File: src/rtl/i2s_tx_sched_if.sv
// Sample-pair handshake between the synthesiser source and the I2S transmit scheduler.
interface i2s_tx_sched_if #(
    parameter int unsigned WIDTH = 24
);
    logic             s_valid;
    logic             s_ready;
    logic [WIDTH-1:0] s_left;
    logic [WIDTH-1:0] s_right;

    modport master (output s_valid, s_left, s_right, input s_ready);
    modport slave  (input s_valid, s_left, s_right, output s_ready);
endinterface

File: src/rtl/i2s_tx_sched.sv
// I2S transmit scheduler: NCO-derived MCLK/SCLK/LRCK, one-deep pair buffer, MSB-first I2S serialiser.
// Build option I2S_UNDERRUN_HOLD_EN: an underrun frame repeats the last transferred pair instead of zeros.
module i2s_tx_sched #(
    parameter int unsigned WIDTH    = 24,
    parameter logic [31:0] MCLK_INC = 32'd1055531163
) (
    input  logic          clk,
    input  logic          rst,
    input  logic          en,
    i2s_tx_sched_if.slave s,
    output logic          mclk,
    output logic          sclk,
    output logic          lrck,
    output logic          sdata,
    output logic          underrun
);
    localparam logic [1:0] ST_OFF   = 2'd0;
    localparam logic [1:0] ST_PRIME = 2'd1;
    localparam logic [1:0] ST_RUN   = 2'd2;

    logic [1:0]       state_q, state_d;
    logic [31:0]      acc_q, acc_d;
    logic             mclk_q, mclk_d;
    logic [7:0]       bcnt_q, bcnt_d;
    logic             sdata_q, sdata_d;
    logic             underrun_q, underrun_d;
    logic             hold_full_q, hold_full_d;
    logic [WIDTH-1:0] hold_l_q, hold_l_d, hold_r_q, hold_r_d;
    logic [WIDTH-1:0] sr_l_q, sr_l_d, sr_r_q, sr_r_d;
`ifdef I2S_UNDERRUN_HOLD_EN
    logic [WIDTH-1:0] last_l_q, last_l_d, last_r_q, last_r_d;
`endif

    logic [32:0] acc_sum;
    logic [7:0]  bcnt_inc;
    logic        carry, rise, fall_ev, frame_start, accept;
    logic [4:0]  slot;

    assign s.s_ready = en && !rst && !hold_full_q;
    assign accept    = s.s_valid && en && !rst && !hold_full_q;

    always_comb begin
        acc_sum     = {1'b0, acc_q} + {1'b0, MCLK_INC};
        carry       = acc_sum[32];
        rise        = carry && !mclk_q;
        bcnt_inc    = bcnt_q + 8'd1;
        fall_ev     = rise && (bcnt_q[1:0] == 2'b11);
        frame_start = rise && (bcnt_q == 8'hFF);
        slot        = bcnt_inc[6:2];

        state_d     = state_q;
        acc_d       = acc_sum[31:0];
        mclk_d      = mclk_q ^ carry;
        bcnt_d      = rise ? bcnt_inc : bcnt_q;
        sdata_d     = sdata_q;
        underrun_d  = 1'b0;
        hold_full_d = hold_full_q;
        hold_l_d    = hold_l_q;
        hold_r_d    = hold_r_q;
        sr_l_d      = sr_l_q;
        sr_r_d      = sr_r_q;
`ifdef I2S_UNDERRUN_HOLD_EN
        last_l_d    = last_l_q;
        last_r_d    = last_r_q;
`endif

        case (state_q)
            ST_OFF:   state_d = ST_PRIME;
            ST_PRIME: if (frame_start) state_d = ST_RUN;
            default:  state_d = ST_RUN;
        endcase

        if (fall_ev) begin
            sdata_d = 1'b0;
            if (frame_start) begin
                if (hold_full_q) begin
                    sr_l_d = hold_l_q;
                    sr_r_d = hold_r_q;
`ifdef I2S_UNDERRUN_HOLD_EN
                    last_l_d = hold_l_q;
                    last_r_d = hold_r_q;
`endif
                end else begin
                    // The priming frame's boundary is never reported as an underrun.
                    underrun_d = (state_q == ST_RUN);
`ifdef I2S_UNDERRUN_HOLD_EN
                    sr_l_d = last_l_q;
                    sr_r_d = last_r_q;
`else
                    sr_l_d = '0;
                    sr_r_d = '0;
`endif
                end
            end else if (slot != 5'd0 && 32'(slot) <= WIDTH) begin
                if (bcnt_inc[7]) {sdata_d, sr_r_d} = {sr_r_q, 1'b0};
                else             {sdata_d, sr_l_d} = {sr_l_q, 1'b0};
            end
        end

        // The frame transfer above used the buffer as it stood before this cycle's acceptance.
        if (accept) begin
            hold_full_d = 1'b1;
            hold_l_d    = s.s_left;
            hold_r_d    = s.s_right;
        end else if (frame_start) begin
            hold_full_d = 1'b0;
        end

        if (rst || !en) begin
            state_d     = ST_OFF;
            acc_d       = '0;
            mclk_d      = 1'b0;
            bcnt_d      = '0;
            sdata_d     = 1'b0;
            underrun_d  = 1'b0;
            hold_full_d = 1'b0;
            hold_l_d    = '0;
            hold_r_d    = '0;
            sr_l_d      = '0;
            sr_r_d      = '0;
`ifdef I2S_UNDERRUN_HOLD_EN
            last_l_d    = '0;
            last_r_d    = '0;
`endif
        end
    end

    always_ff @(posedge clk) begin
        state_q     <= state_d;
        acc_q       <= acc_d;
        mclk_q      <= mclk_d;
        bcnt_q      <= bcnt_d;
        sdata_q     <= sdata_d;
        underrun_q  <= underrun_d;
        hold_full_q <= hold_full_d;
        hold_l_q    <= hold_l_d;
        hold_r_q    <= hold_r_d;
        sr_l_q      <= sr_l_d;
        sr_r_q      <= sr_r_d;
`ifdef I2S_UNDERRUN_HOLD_EN
        last_l_q    <= last_l_d;
        last_r_q    <= last_r_d;
`endif
    end

    assign mclk     = mclk_q;
    assign sclk     = bcnt_q[1];
    assign lrck     = bcnt_q[7];
    assign sdata    = sdata_q;
    assign underrun = underrun_q;
endmodule

File: src/flat_wrapper.sv
// flat-port wrapper written by rule: the top's interface ports become plain ports
module i2s_tx_sched_flat 
#(
    parameter int unsigned WIDTH    = 24,
    parameter logic [31:0] MCLK_INC = 32'd1055531163
)
  (clk, rst, en, mclk, sclk, lrck, sdata, underrun, s_s_valid, s_s_left, s_s_right, s_s_ready);
  i2s_tx_sched_if #(.WIDTH(WIDTH)) s_i ();
  input  logic clk;
  input  logic rst;
  input  logic en;
  output logic mclk;
  output logic sclk;
  output logic lrck;
  output logic sdata;
  output logic underrun;
  input wire logic [$bits(s_i.s_valid)-1:0] s_s_valid;
  input wire logic [$bits(s_i.s_left)-1:0] s_s_left;
  input wire logic [$bits(s_i.s_right)-1:0] s_s_right;
  output wire logic [$bits(s_i.s_ready)-1:0] s_s_ready;
  assign s_i.s_valid = s_s_valid;
  assign s_i.s_left = s_s_left;
  assign s_i.s_right = s_s_right;
  assign s_s_ready = s_i.s_ready;
  i2s_tx_sched #(.WIDTH(WIDTH), .MCLK_INC(MCLK_INC)) u_core (.clk(clk), .rst(rst), .en(en), .s(s_i), .mclk(mclk), .sclk(sclk), .lrck(lrck), .sdata(sdata), .underrun(underrun));
endmodule
File: config.mk
export PLATFORM = sky130hd
export DESIGN_NAME = i2s_tx_sched_flat
export DESIGN_NICKNAME = d
export VERILOG_FILES = /design/src/rtl/i2s_tx_sched_if.sv /design/src/rtl/i2s_tx_sched.sv /design/src/flat_wrapper.sv
export SDC_FILE = /design/constraint.sdc
export NUM_CORES = 1
export LEC_CHECK = 0
export ABC_AREA = 0
export CAP_MARGIN = 20
export CORE_MARGIN = 8
export CORE_UTILIZATION = 55
export DETAILED_ROUTE_END_ITERATION = 16
export PLACE_DENSITY = 0.77
export SETUP_SLACK_MARGIN = 0.4
export SYNTH_ARGS = -nofsm -noshare
export SYNTH_HDL_FRONTEND = slang
export SYNTH_SLANG_ARGS = --single-unit
File: constraint.sdc
create_clock -name clk -period 4.49 [get_ports clk]
set_input_delay 1.1225 -clock clk [delete_from_list [all_inputs] [get_ports clk]]
set_output_delay 1.1225 -clock clk [all_outputs]
set_load 0.02 [all_outputs]
* After elaboration in Yosys (flattened, before gate mapping) *
Cells that the tools add are included.

storage, ports and cells
  bits in registers = 142
  bits of input ports = 52
  output and inout bits = 6
  logic and storage cells = 60

cells by class
  add/subtract/negate cells = 2
  $lt $le $gt $ge = 1
  equal/unequal tests = 6
  mux-type cells = 15
  bitwise logic cells = 3
  reduce and logical (&&, ||, !) cells = 22

operators by type and width
  kind                                                                     number
  24-bit 2-to-1 mux                                                        8
  32-bit by 30-bit adder with 33-bit output, second input constant         1
  1-bit logical AND                                                        9
  8-bit by 1-bit adder with 8-bit output, second input constant            1
  8-bit == test, second input constant                                     1
  3-bit AND reduction                                                      2
  2-bit nonzero test                                                       3
  5-bit less-or-equal comparator, second input constant                    1
  1-bit 2-to-1 mux                                                         5
  5-bit nonzero test                                                       1
  2-bit == test, second input constant                                     2
  1-bit zero test                                                          4
  2-bit case mux with 2 select lines                                       1
  4-bit OR reduction                                                       1
  2-bit by 1-bit == test with 1-bit output, second input constant          1
  2-bit zero test                                                          1
  2-bit 2-to-1 mux                                                         1
  2-bit by 1-bit inequality test with 1-bit output, second input constant  1
  2-bit inequality test, second input constant                             1
  1-bit inverter                                                           2
  1-bit logical OR                                                         1
  1-bit XOR                                                                1

* Logic depth before layout (Yosys ltp) *
  word-level depth = 5
  gate-level depth with buffers = 16
  depth with buffers taken out = 14

* Least setup slack after synthesis *
No wires, ideal clock.

  path type = reg2reg
  start point = register u_core.acc_q[0]
  end point = register u_core.sr_l_q[1]
  library setup time = 0.081 ns
  data arrival time = 3.114 ns
  setup slack = 1.295 ns
  stages on the path, launching flop included = 16
  path buffers = 1
  cells stage by stage = dfxtp_1 > inv_1 > ha_1 > nand2b_1 > a21oi_1 > o21ai_1 > a21oi_1 > o211a_1 > ha_1 > nand2_1 > nor2_1 > and4_1 > o21a_1 > buf_1 > a21oi_1 > a211oi_2

on the way
  longest elaborated chain between the ends = 5
  elaborated cells on any way between the ends = 8
  classes of those cells = add/sub: 1; eq/ne: 1; mux: 1; reduce/logical: 5

RTL lines
  item                                                                          line                 text
  start, declared                                                               i2s_tx_sched.sv:22   logic [31:0] acc_q, acc_d;
  start signal, assigned                                                        i2s_tx_sched.sv:130  acc_q <= acc_d;
  32-bit by 30-bit adder with 33-bit output (*)                                 i2s_tx_sched.sv:43   acc_sum = {1'b0, acc_q} + {1'b0, MCLK_INC};
  1-bit logical AND (*)                                                         i2s_tx_sched.sv:45   rise = carry && !mclk_q;
  1-bit logical AND                                                             i2s_tx_sched.sv:48   frame_start = rise && (bcnt_q == 8'hFF);
  2-bit inequality test (no line) / 2-bit nonzero test (equally long branches)  --
  3-bit AND reduction (no line)                                                 --
  end signal, assigned                                                          i2s_tx_sched.sv:138  sr_l_q <= sr_l_d;
  end, declared                                                                 i2s_tx_sched.sv:29   logic [WIDTH-1:0] sr_l_q, sr_l_d, sr_r_q, sr_r_d;

Every way passes the cells marked *; elsewhere a longest branch is shown, timed or not.
A chain may end at the register's enable or synchronous reset.

* Final worst setup path *
  start point = input rst
  end point = output s_s_ready

on the way
  longest elaborated chain between the ends = 3

RTL lines
  item                            line                text
  start, declared                 flat_wrapper.sv:10  input logic rst;
  1-bit zero test                 i2s_tx_sched.sv:39  assign s.s_ready = en && !rst && !hold_full_q;
  1-bit logical AND (2 in a row)  i2s_tx_sched.sv:39
  end, declared                   flat_wrapper.sv:20  output wire logic [$bits(s_i.s_ready)-1:0] s_s_ready;

No other way between the ends.

==> flow_summary_export.csv <==
group,metric,value,unit
logic_synthesis,synth_area_leaders,"dfxtp_1 (46%), a21oi_1 (9.0%), nand2_1 (7.7%)",
routing,routed_wl,13.4,mm
status,status,"finished, final reports clean",
routing,dr.pass1.iters,5,
sta,drv_slew,0,
final_layout,final_nets,833,
logic_synthesis,ys_warn_count,0,
floorplanning,num_rows,38,
routing,wl_per_cell,14.4,um
clock_tree,clkSinkCount,142,
logic_synthesis,ys_types,43,
min_path,hold_depth,1,
final_layout,nFillCells,886,
global_routing,track_usage,18.5,%
floorplanning,die_y,122,um
worst_setup_path,cp.arrival,2.61,ns
power,vdd_drop_max,0.455,mV
worst_setup_path,cp.required,3.37,ns
logic_synthesis,synth.avg_cell_area,8.26,um2
final_layout,design_area,7330,um2
floorplanning,ioPinCount,58,
logic_synthesis,synth_top_area_cell,"dfxtp_1",
clock_tree,cts-root-buf,"clkbuf_8",
routing,antenna_left,0,
worst_setup_path,cp_max_fo,3,
final_layout,areaGrowthSynthToFinish,19.3,%
sta,setup_tns,0,ns
floorplanning,die_area,14800,um2
logic_synthesis,netlist.area_leader.share,46.2,%
worst_setup_path,reg2regPathDepth,17,
sta,finalHoldViolCount,0,
sta,period_share,83.1,%
clock_tree,clock_latency,0.55,ns
min_path,hold_class,"reg -> reg",
logic_synthesis,synthesis.nets,799,
clock_tree,clockBufferDepth,2,
logic_synthesis,postSynthCellCount,744,
worst_setup_path,criticalPathCategory,"in -> out",
final_layout,drive_gt1_share,9.23,%
worst_setup_path,endpoint_kind,"output port",
sta,slew_headroom,32.8,%
global_routing,grt_pass1_wl,22.5,mm
place,port_buffers,57,
place,routabilityCongestion,0.826,
power,p_per_area,377,nW/um2
final_layout,n_antenna_cell,0,
floorplanning,die_w,122,um
global_routing,grt_pass1_vias,5081,
place,placed_area,6760,um2
power,leakage,0.00265,uW
logic_synthesis,synth_edf_count,0,
final_layout,final_common_cell,"dfxtp_1",
job,maxCapViolCount,0,
clock_tree,cts_tree,"built",
routing,dr_total_vias,5250,
global_routing,antenna_found_initial,0,
place,place_hpwl,8.66,mm
logic_synthesis,yosys_most_used_dff,"dfxtp_1",
logic_synthesis,ys_ff_latch,142,
logic_synthesis,syn_area,6150,um2
routing,route.detailed.drc,0,
floorplanning,start_util,56.5,%
sta,setup_violations,0,
logic_synthesis,yosysSeqAreaShare,46.2,%
routing,via_per_inst,5.64,
clock_tree,cts_buffers,17,
routing,drt-initial-drc-count,413,
sta,fin_skew,0.00930,ns
sta,rsz0062_at_grt,"false",
global_routing,grt_max_degree,88,
worst_setup_path,cp-start-kind,"primary input",
clock_tree,h-tree-depth,4,
sta,period_needed,3.73,ns
sta,worstMarginPinSlew,1.01,ns
clock_tree,clkTransAtPathRegs,0.06,ns
power,finalPower,2770,uW
final_layout,final_cell_mix,"dfxtp_1 (142), nand2_1 (126), a21oi_1 (110), o21ai_0 (60), clkdlybuf4s50_1 (57)",
global_routing,grt_overflow_total,0,
floorplanning,core,10900,um2
sta,fmax,268,MHz
logic_synthesis,synthArstFlopShare,0,%
-- sequential cells by signal, indices dropped and copies added, names as in the netlist, 2 cells and up --
name             cells
u_core.acc_q        32
u_core.bcnt_q        8
u_core.hold_l_q     24
u_core.hold_r_q     24
u_core.sr_l_q       24
u_core.sr_r_q       24
u_core.state_q       2
-- routing by layer --
layer | vias up | track usage, % | part of all wire [%]
met5 | - | 0 | 0
met4 | 0 | 7.48 | 1.6
met3 | 17 | 5.55 | 4.2
met2 | 98 | 30.5 | 48
met1 | 2467 | 22.2 | 47
li1 | 2668 | - | -
-- synthesized netlist by cell type (4+ instances only) --
cell type	n
and3_1	49
nand2b_1	6
dfxtp_1	142
a21o_1	4
inv_1	5
nor2b_1	6
nor2_1	42
nor3_1	8
nand4_1	5
buf_2	14
a211oi_2	19
o21ai_0	60
and2_1	7
o21a_1	5
xnor2_1	13
clkbuf_1	38
a211oi_1	30
nand2_1	126
nand3_1	4
a21oi_1	111
xor2_1	12
-- path summary, 6_finish.rpt --
check                                startpoint           endpoint  slack (ns)
worst max-delay path                        rst          s_s_ready        0.76
worst min-delay path            u_core.acc_q[0]    u_core.acc_q[0]        0.43
worst max register to register  u_core.acc_q[0]  u_core.sr_r_q[17]        0.78
worst min register to register  u_core.acc_q[0]    u_core.acc_q[0]        0.43
-- cell type report --
cell class / count / area, um2 / area share [%]
multi-input cells: 539 / 3050 / 41.6
flip-flops and latches: 142 / 2840 / 38.8
repair buffers: 73 / 691 / 9.42
clock buffers: 23 / 467 / 6.37
well taps: 140 / 175 / 2.39
clock inverters: 9 / 86.3 / 1.18
inverters: 5 / 18.8 / 0.256
-- worst max-delay path, cell delays in order --
cell and delay (ns):
clkdlybuf4s50_1 0.47, nand2b_4 0.17, nor2_1 0.19, clkdlybuf4s50_1 0.65
-- cell families after synthesis --
family	share of synthesized area, %
simple gates	20.3
fa+ha+maj	0.611
flops	46.2
compound gates	24.1
mux	0.672
xor+xnor	3.56
buf+inv	4.50
-- timing repair --
| action | 4_1_cts | 5_1_grt |
|---|---|---|
| buffers inserted | 0 | 1 |
| endpoints found under the setup margin | 0 | 49 |
| hold endpoints to repair | 0 | 0 |
| gates resized for setup | 0 | 2 |
| hold buffers | 0 | 0 |
-- stage by stage --
step	util, %	setup slack [ns]	std cells	hold WS (ns)
after floorplan	-	1.30	744	0.409
after global placement	62.1	0.724	898	0.420
after detailed placement	62.1	0.575	898	0.424
after CTS	67.2	0.548	930	0.432
after global routing	67.3	0.433	931	0.461
final	67.3	0.760	931	0.428
-- report_power, final --
| group | internal (uW) | switching (uW) |
|---|---|---|
| logic | 77.3 | 77.8 |
| clock network | 778 | 521 |
| registers | 1290 | 21.2 |
No activity file was read; power rests on OpenSTA's default activity.
